--- config.mk ---
export PLATFORM = sky130hd
export DESIGN_NAME = if_id_skid_reg_flat
export DESIGN_NICKNAME = d
export VERILOG_FILES = /design/src/rtl/if_id_skid_reg_pkg.sv /design/src/rtl/if_id_skid_reg_if.sv /design/src/rtl/if_id_skid_reg_field_split.sv /design/src/rtl/if_id_skid_reg.sv /design/src/flat_wrapper.sv
export SDC_FILE = /design/constraint.sdc
export NUM_CORES = 1
export LEC_CHECK = 0
export CORE_MARGIN = 10
export CORE_UTILIZATION = 51
export DETAILED_ROUTE_END_ITERATION = 10
export PLACE_DENSITY = 0.86
export SYNTH_ARGS = -nofsm -noshare
export SYNTH_HDL_FRONTEND = slang
export SYNTH_HIERARCHICAL = 1
export SYNTH_SLANG_ARGS = --single-unit
--- constraint.sdc ---
create_clock -name clk -period 5.5 [get_ports clk]
set_clock_uncertainty 0.15 [all_clocks]
set_input_delay 0.825 -clock clk [delete_from_list [all_inputs] [get_ports clk]]
set_output_delay 0.825 -clock clk [all_outputs]
set_load 0.01 [all_outputs]
--- src/rtl/if_id_skid_reg_pkg.sv ---
// Shared IF/ID definitions: widths, MIPS-I field positions, buffer state encoding
// and the beat/field payload types.
package if_id_skid_reg_pkg;

  localparam int unsigned INSTR_W   = 32;
  localparam int unsigned PC_W      = 32;

  localparam int unsigned OPCODE_W  = 6;
  localparam int unsigned REG_W     = 5;
  localparam int unsigned SHAMT_W   = 5;
  localparam int unsigned FUNCT_W   = 6;
  localparam int unsigned IMM_W     = 16;

  localparam int unsigned OPCODE_MSB = 31;
  localparam int unsigned OPCODE_LSB = 26;
  localparam int unsigned RS_MSB     = 25;
  localparam int unsigned RS_LSB     = 21;
  localparam int unsigned RT_MSB     = 20;
  localparam int unsigned RT_LSB     = 16;
  localparam int unsigned RD_MSB     = 15;
  localparam int unsigned RD_LSB     = 11;
  localparam int unsigned SHAMT_MSB  = 10;
  localparam int unsigned SHAMT_LSB  = 6;
  localparam int unsigned FUNCT_MSB  = 5;
  localparam int unsigned FUNCT_LSB  = 0;
  localparam int unsigned IMM_MSB    = 15;
  localparam int unsigned IMM_LSB    = 0;

  // sll $0,$0,0 -- the bubble presented to decode when the buffer is empty
  localparam logic [INSTR_W-1:0] NOP_INSTR = 32'h0000_0000;

  typedef enum logic [1:0] {
    ST_EMPTY = 2'd0,
    ST_ONE   = 2'd1,
    ST_FULL  = 2'd2
  } state_t;

  typedef struct packed {
    logic [PC_W-1:0]    pc;
    logic [INSTR_W-1:0] instr;
  } beat_t;

  localparam beat_t BEAT_NOP = '{pc: '0, instr: NOP_INSTR};

  typedef struct packed {
    logic [OPCODE_W-1:0] opcode;
    logic [REG_W-1:0]    rs;
    logic [REG_W-1:0]    rt;
    logic [REG_W-1:0]    rd;
    logic [SHAMT_W-1:0]  shamt;
    logic [FUNCT_W-1:0]  funct;
    logic [IMM_W-1:0]    imm;
  } fields_t;

  // Raw slicing of a MIPS-I word; no sign or zero extension of the immediate
  function automatic fields_t split_fields(input logic [INSTR_W-1:0] instr);
    fields_t f;
    f.opcode = instr[OPCODE_MSB:OPCODE_LSB];
    f.rs     = instr[RS_MSB:RS_LSB];
    f.rt     = instr[RT_MSB:RT_LSB];
    f.rd     = instr[RD_MSB:RD_LSB];
    f.shamt  = instr[SHAMT_MSB:SHAMT_LSB];
    f.funct  = instr[FUNCT_MSB:FUNCT_LSB];
    f.imm    = instr[IMM_MSB:IMM_LSB];
    return f;
  endfunction

endpackage

--- src/rtl/if_id_skid_reg_if.sv ---
// IF/ID bundle: fetch-side valid/ready beat, flush, and decode-side head entry with fields.
interface if_id_skid_reg_if;
  import if_id_skid_reg_pkg::*;

  logic                if_valid;
  logic                if_ready;
  logic [INSTR_W-1:0]  if_instr;
  logic [PC_W-1:0]     if_pc;
  logic                flush;

  logic                id_valid;
  logic                id_ready;
  logic [INSTR_W-1:0]  id_instr;
  logic [PC_W-1:0]     id_pc;
  logic [OPCODE_W-1:0] id_opcode;
  logic [REG_W-1:0]    id_rs;
  logic [REG_W-1:0]    id_rt;
  logic [REG_W-1:0]    id_rd;
  logic [SHAMT_W-1:0]  id_shamt;
  logic [FUNCT_W-1:0]  id_funct;
  logic [IMM_W-1:0]    id_imm;

  // The buffer drives the ID side and if_ready
  modport master (
    input  if_valid, if_instr, if_pc, flush, id_ready,
    output if_ready, id_valid, id_instr, id_pc,
           id_opcode, id_rs, id_rt, id_rd, id_shamt, id_funct, id_imm
  );

  // Fetch and decode environment around the buffer
  modport slave (
    output if_valid, if_instr, if_pc, flush, id_ready,
    input  if_ready, id_valid, id_instr, id_pc,
           id_opcode, id_rs, id_rt, id_rd, id_shamt, id_funct, id_imm
  );

endinterface

--- src/rtl/if_id_skid_reg_field_split.sv ---
// Combinational MIPS-I instruction field splitter, shared with later pipeline stages.
module if_id_skid_reg_field_split
  import if_id_skid_reg_pkg::*;
(
  input  logic [INSTR_W-1:0] instr,
  output fields_t            fields_c
);

  assign fields_c = split_fields(instr);

endmodule

--- src/rtl/if_id_skid_reg.sv ---
// IF/ID two-entry skid buffer: registers fetched beats, presents the head entry and
// its decoded fields to ID, with back-pressure and branch flush.
module if_id_skid_reg
  import if_id_skid_reg_pkg::*;
(
  input  logic            clk,
  input  logic            rst,
  if_id_skid_reg_if.master bus
);

  state_t  state;
  beat_t   main_q;
  beat_t   skid_q;
  logic    if_ready_q;
  logic    id_valid_q;

  beat_t   in_beat;
  logic    acc;
  logic    rel;
  fields_t head_fields;

  assign in_beat = '{pc: bus.if_pc, instr: bus.if_instr};
  assign acc     = bus.if_valid & if_ready_q;
  assign rel     = id_valid_q & bus.id_ready;

  // State, storage and handshake flags all update together; ready/valid are
  // registered copies of the next state so no input reaches them combinationally.
  always_ff @(posedge clk) begin
    if (rst || bus.flush) begin
      state      <= ST_EMPTY;
      main_q     <= BEAT_NOP;
      skid_q     <= BEAT_NOP;
      if_ready_q <= 1'b1;
      id_valid_q <= 1'b0;
    end else begin
      case (state)
        ST_EMPTY: begin
          if (acc) begin
            main_q     <= in_beat;
            state      <= ST_ONE;
            id_valid_q <= 1'b1;
            if_ready_q <= 1'b1;
          end
        end
        ST_ONE: begin
          if (acc && !rel) begin
            skid_q     <= in_beat;
            state      <= ST_FULL;
            if_ready_q <= 1'b0;
          end else if (acc && rel) begin
            main_q     <= in_beat;
          end else if (rel) begin
            main_q     <= BEAT_NOP;
            state      <= ST_EMPTY;
            id_valid_q <= 1'b0;
          end
        end
        ST_FULL: begin
          if (rel) begin
            main_q     <= skid_q;
            skid_q     <= BEAT_NOP;
            state      <= ST_ONE;
            if_ready_q <= 1'b1;
          end
        end
        default: begin
          state      <= ST_EMPTY;
          main_q     <= BEAT_NOP;
          skid_q     <= BEAT_NOP;
          if_ready_q <= 1'b1;
          id_valid_q <= 1'b0;
        end
      endcase
    end
  end

  if_id_skid_reg_field_split u_field_split (
    .instr    (main_q.instr),
    .fields_c (head_fields)
  );

  assign bus.if_ready  = if_ready_q;
  assign bus.id_valid  = id_valid_q;
  assign bus.id_instr  = main_q.instr;
  assign bus.id_pc     = main_q.pc;
  assign bus.id_opcode = head_fields.opcode;
  assign bus.id_rs     = head_fields.rs;
  assign bus.id_rt     = head_fields.rt;
  assign bus.id_rd     = head_fields.rd;
  assign bus.id_shamt  = head_fields.shamt;
  assign bus.id_funct  = head_fields.funct;
  assign bus.id_imm    = head_fields.imm;

endmodule

--- src/flat_wrapper.sv ---
// flat-port wrapper written by rule: the top's interface ports become plain ports
module if_id_skid_reg_flat import if_id_skid_reg_pkg::*;
  (clk, rst, bus_if_valid, bus_if_instr, bus_if_pc, bus_flush, bus_id_ready, bus_if_ready, bus_id_valid, bus_id_instr, bus_id_pc, bus_id_opcode, bus_id_rs, bus_id_rt, bus_id_rd, bus_id_shamt, bus_id_funct, bus_id_imm);
  if_id_skid_reg_if bus_i ();
  input  logic clk;
  input  logic rst;
  input wire logic [$bits(bus_i.if_valid)-1:0] bus_if_valid;
  input wire logic [$bits(bus_i.if_instr)-1:0] bus_if_instr;
  input wire logic [$bits(bus_i.if_pc)-1:0] bus_if_pc;
  input wire logic [$bits(bus_i.flush)-1:0] bus_flush;
  input wire logic [$bits(bus_i.id_ready)-1:0] bus_id_ready;
  output wire logic [$bits(bus_i.if_ready)-1:0] bus_if_ready;
  output wire logic [$bits(bus_i.id_valid)-1:0] bus_id_valid;
  output wire logic [$bits(bus_i.id_instr)-1:0] bus_id_instr;
  output wire logic [$bits(bus_i.id_pc)-1:0] bus_id_pc;
  output wire logic [$bits(bus_i.id_opcode)-1:0] bus_id_opcode;
  output wire logic [$bits(bus_i.id_rs)-1:0] bus_id_rs;
  output wire logic [$bits(bus_i.id_rt)-1:0] bus_id_rt;
  output wire logic [$bits(bus_i.id_rd)-1:0] bus_id_rd;
  output wire logic [$bits(bus_i.id_shamt)-1:0] bus_id_shamt;
  output wire logic [$bits(bus_i.id_funct)-1:0] bus_id_funct;
  output wire logic [$bits(bus_i.id_imm)-1:0] bus_id_imm;
  assign bus_i.if_valid = bus_if_valid;
  assign bus_i.if_instr = bus_if_instr;
  assign bus_i.if_pc = bus_if_pc;
  assign bus_i.flush = bus_flush;
  assign bus_i.id_ready = bus_id_ready;
  assign bus_if_ready = bus_i.if_ready;
  assign bus_id_valid = bus_i.id_valid;
  assign bus_id_instr = bus_i.id_instr;
  assign bus_id_pc = bus_i.id_pc;
  assign bus_id_opcode = bus_i.id_opcode;
  assign bus_id_rs = bus_i.id_rs;
  assign bus_id_rt = bus_i.id_rt;
  assign bus_id_rd = bus_i.id_rd;
  assign bus_id_shamt = bus_i.id_shamt;
  assign bus_id_funct = bus_i.id_funct;
  assign bus_id_imm = bus_i.id_imm;
  if_id_skid_reg u_core (.clk(clk), .rst(rst), .bus(bus_i));
endmodule
==> impl_metrics.yaml <==
min_path:
  min_to: "u_core/skid_q[32]"
  hold_path_depth: 2
  hold_path.startpoint: "u_core/skid_q[32]"
  hold_class: "reg -> reg"
clock_tree:
  cts_sinks: 132
  insertion_delay_ns: 0.40
  hold_buffers: 0
  ctsHtreeMaxLevel: 4
  clock_path_buffers: 2
  ctsResizeCount: 0
  cts_tree: "done"
  numCtsBuffers: 17
  cts_root_buf: "clkbuf_16"
  clkTransAtPathRegs_ns: 0.06
  cts_setup_buffers: 0
global_route:
  grt_max_degree: 172
  antenna_found_initial: 0
  grt_pass1_vias: 5380
  grt_overflow_total: 0
  grt_pass1_wl_mm: 28.21
  grt_usage_pct: 20.80
yosys:
  synth_area_leaders: "dfxtp_1 (45%), mux2i_1 (6.9%), a32o_1 (6.8%)"
  synth_area_leader_cell: "dfxtp_1"
  synth-seq-cells: 132
  synth_cell_types: 32
  synth_mux_area_share_pct: 6.920
  synth_top_area_share_pct: 44.56
  avgSynthCellArea_sq_um: 9.310
  synth-main-ff-cell: "dfxtp_1"
  synth_edf_count: 0
  yosys-top-cells-count: "dfxtp_1 (132), nand2_1 (68), nand3_1 (65)"
  synth-xor-area-share_pct: 0.2954
  async_reset_ff_share_pct: 0
  syn-cell-area_sq_mm: 0.005931
  yosysWarningCount: 6
  synth_compound_area_share_pct: 23.50
  synth.most_common_cell: "dfxtp_1"
  syn_nets: 706
  yosys.area_share.simple_pct: 12.89
  synthAdderAreaFrac_pct: 0
  synth.yosys.seq_area_share_pct: 44.56
  synth_top_family_by_area: "compound AO/OA/AOI/OAI gates"
  synthCells: 637
final_layout:
  n_antenna_cell: 0
  final_nets: 801
  drive_above_1_share_pct: 6.040
  final_area_sq_mm: 0.007899
  syn2layout_area_growth_pct: 33.19
flow_run:
  max_cap_viol_count: 0
placed_design:
  pre_cts_ws_ns: 1.900
  port_buffers: 182
  post-dp-hpwl_mm: 11.41
  placed_area_sq_mm: 0.007327
  routabilityCongestion: 0.7762
critical_path:
  path_buf_inv: 2
  crit_type: "in -> reg"
  critical-path-top-delay-family: "compound AO/OA/AOI/OAI gates"
  critPathRequiredTime_ns: 5.69
  cp_slowest_stage_delay_ns: 0.92
  crit_path_start_kind: "input pin"
  rr_startpoint: "u_core/state[0]"
  end_kind: "register"
  cp_data_arrival_time_ns: 3.42
  r2r_slack_ns: 2.27
  crit_chain: "clkdlybuf4s50_1 -> nand2_1 -> a22o_2 -> a211oi_4 -> buf_4 -> a32o_1"
  slowest_stage: "a211oi_4"
  rr_endpoint: "u_core/bus.id_instr[7]"
  ff2ff_path_depth: 5
  path_max_fanout: 22
power:
  p_per_area_mw_per_mm2: 302.0
  cellLeakagePower_nw: 2.612
  peakVddDrop_mv: 0.1686
  power_w: 0.002386
floorplanning:
  die_area_sq_mm: 0.01634
  ios: 183
  core_area_sq_mm: 0.01142
  die_h_um: 127.8
  initial_utilization_pct: 51.94
  die_w_um: 127.8
  rows: 39
timing:
  slew_headroom_pct: 23.41
  post-route-min-period_ns: 3.237
  hold_viol_final: 0
  fin_crit_sh_pct: 58.85
  setup_violations: 0
  grt_setup_unrepaired: "no"
  fmax_mhz: 309.0
  maxSlewViolCount: 0
  worstMarginPinSlew_ns: 1.148
  fin_setup_tns_ns: 0
  setup_ws_ns: 2.263
routing:
  drc: 0
  dr_total_vias: 5416
  drt.antenna.violating_nets: 0
  wl_per_cell_um: 20.11
  drt_wl_total_mm: 17.86
  drtPass1Iterations: 8
  drtIter0Drc: 687
  viasPerCell: 6.099
status:
  status: "finished clean"
## how the worst max path moves through the flow
stage	from	end	slack [ns]	cells past startpoint
6_report	bus_if_valid	u_core/bus.id_instr[7]	2.26	6
5_1_grt	bus_if_valid	u_core/bus.id_instr[10]	2.11	6
4_1_cts	bus_if_valid	u_core/bus.id_pc[25]	2.32	6
2_1_floorplan	bus_if_valid	u_core/bus.id_instr[1]	3.33	6
3_3_place_gp	bus_flush	u_core/bus.id_instr[7]	1.96	5
3_5_place_dp	bus_if_valid	u_core/bus.id_pc[25]	1.90	6
## cell type report
class | count | area [sq um]
fillers | 861 | 3520
flip-flops and latches | 132 | 2648
clock buffers | 22 | 464.2
well taps | 143 | 178.9
multi-input cells | 393 | 2621
clock inverters | 10 | 107.6
repair buffers | 188 | 1879
## metal layers
metal	up-vias	part of all wire, %	GRT usage (%)
met3	20	8.9	5.624
met4	0	1.1	5.762
met5	-	0	0
met1	2604	39	24.76
met2	278	50	35.93
li1	2514	-	-
## cell usage in the layout (no fill, tap or decap)
master	synthesis	final
clkbuf_8	0	2
a222oi_1	24	24
a32o_1	40	40
nand3_1	65	65
nor2_1	30	28
clkinv_2	0	5
a21oi_1	2	2
dfxtp_2	0	1
o2bb2ai_1	40	40
o21ai_1	60	60
buf_12	0	1
nor3b_1	2	1
clkinvlp_4	0	3
or2_2	1	1
bufinv_16	0	2
o21bai_1	1	1
dfxtp_1	132	130
xor2_1	1	1
clkbuf_16	0	17
a21bo_1	1	1
a21boi_1	1	1
nand3b_1	1	1
dfxtp_4	0	1
a211oi_4	0	1
buf_4	51	5
and4b_1	1	1
o21ai_0	6	6
nor2b_1	1	1
nor3_4	1	2
o211a_1	1	1
clkbuf_1	29	3
nor2_4	0	2
nor3b_2	0	1
nand2_1	68	68
a31oi_1	1	1
clkdlybuf4s50_1	0	182
xnor2_1	1	1
mux2i_1	41	41
a22o_2	0	1
## sequential cells by signal, summed over array words and instances (netlist names)
register	flops
u_core/bus.id_instr	32
u_core/bus.id_pc	32
u_core/bus.id_valid	1
u_core/bus.if_ready	1
u_core/skid_q	64
u_core/state	2
## cells by family (layout without fill, tap and decap cells)
logic type / after synthesis / in the layout
AOI/OAI and AO/OA: 179 / 179
xor gates and xnor gates: 2 / 2
buffers and inverters: 112 / 220
DFF: 132 / 132
muxes: 41 / 41
and+or+nand+nor: 171 / 171
## tightest hold or removal path: cells and delay by family (launching register included)
| kind | cells | cell delay (ns) |
|---|---|---|
| AOI/OAI and AO/OA | 1 | 0.05 |
| DFF | 1 | 0.31 |
| and+or+nand+nor | 1 | 0.05 |
## where the power goes
group	internal (W)	switching (W)	total, W
Combinational	0.000143	0.000147	0.000290
Sequential	0.000981	0.0000289	0.00101
Clock	0.000687	0.000399	0.00109
Total	0.00181	0.000575	0.00239
## per-stage QoR
step	util, %	hold WS [ns]	instances
final	69.18	0.2952	888
after global routing	69.18	0.3133	888
after CTS	69.18	0.2977	888
after detailed placement	64.17	0.2889	856
after global placement	64.17	0.2846	856
after floorplan	-	0.2778	637
Power figures use the tool's default switching activity.
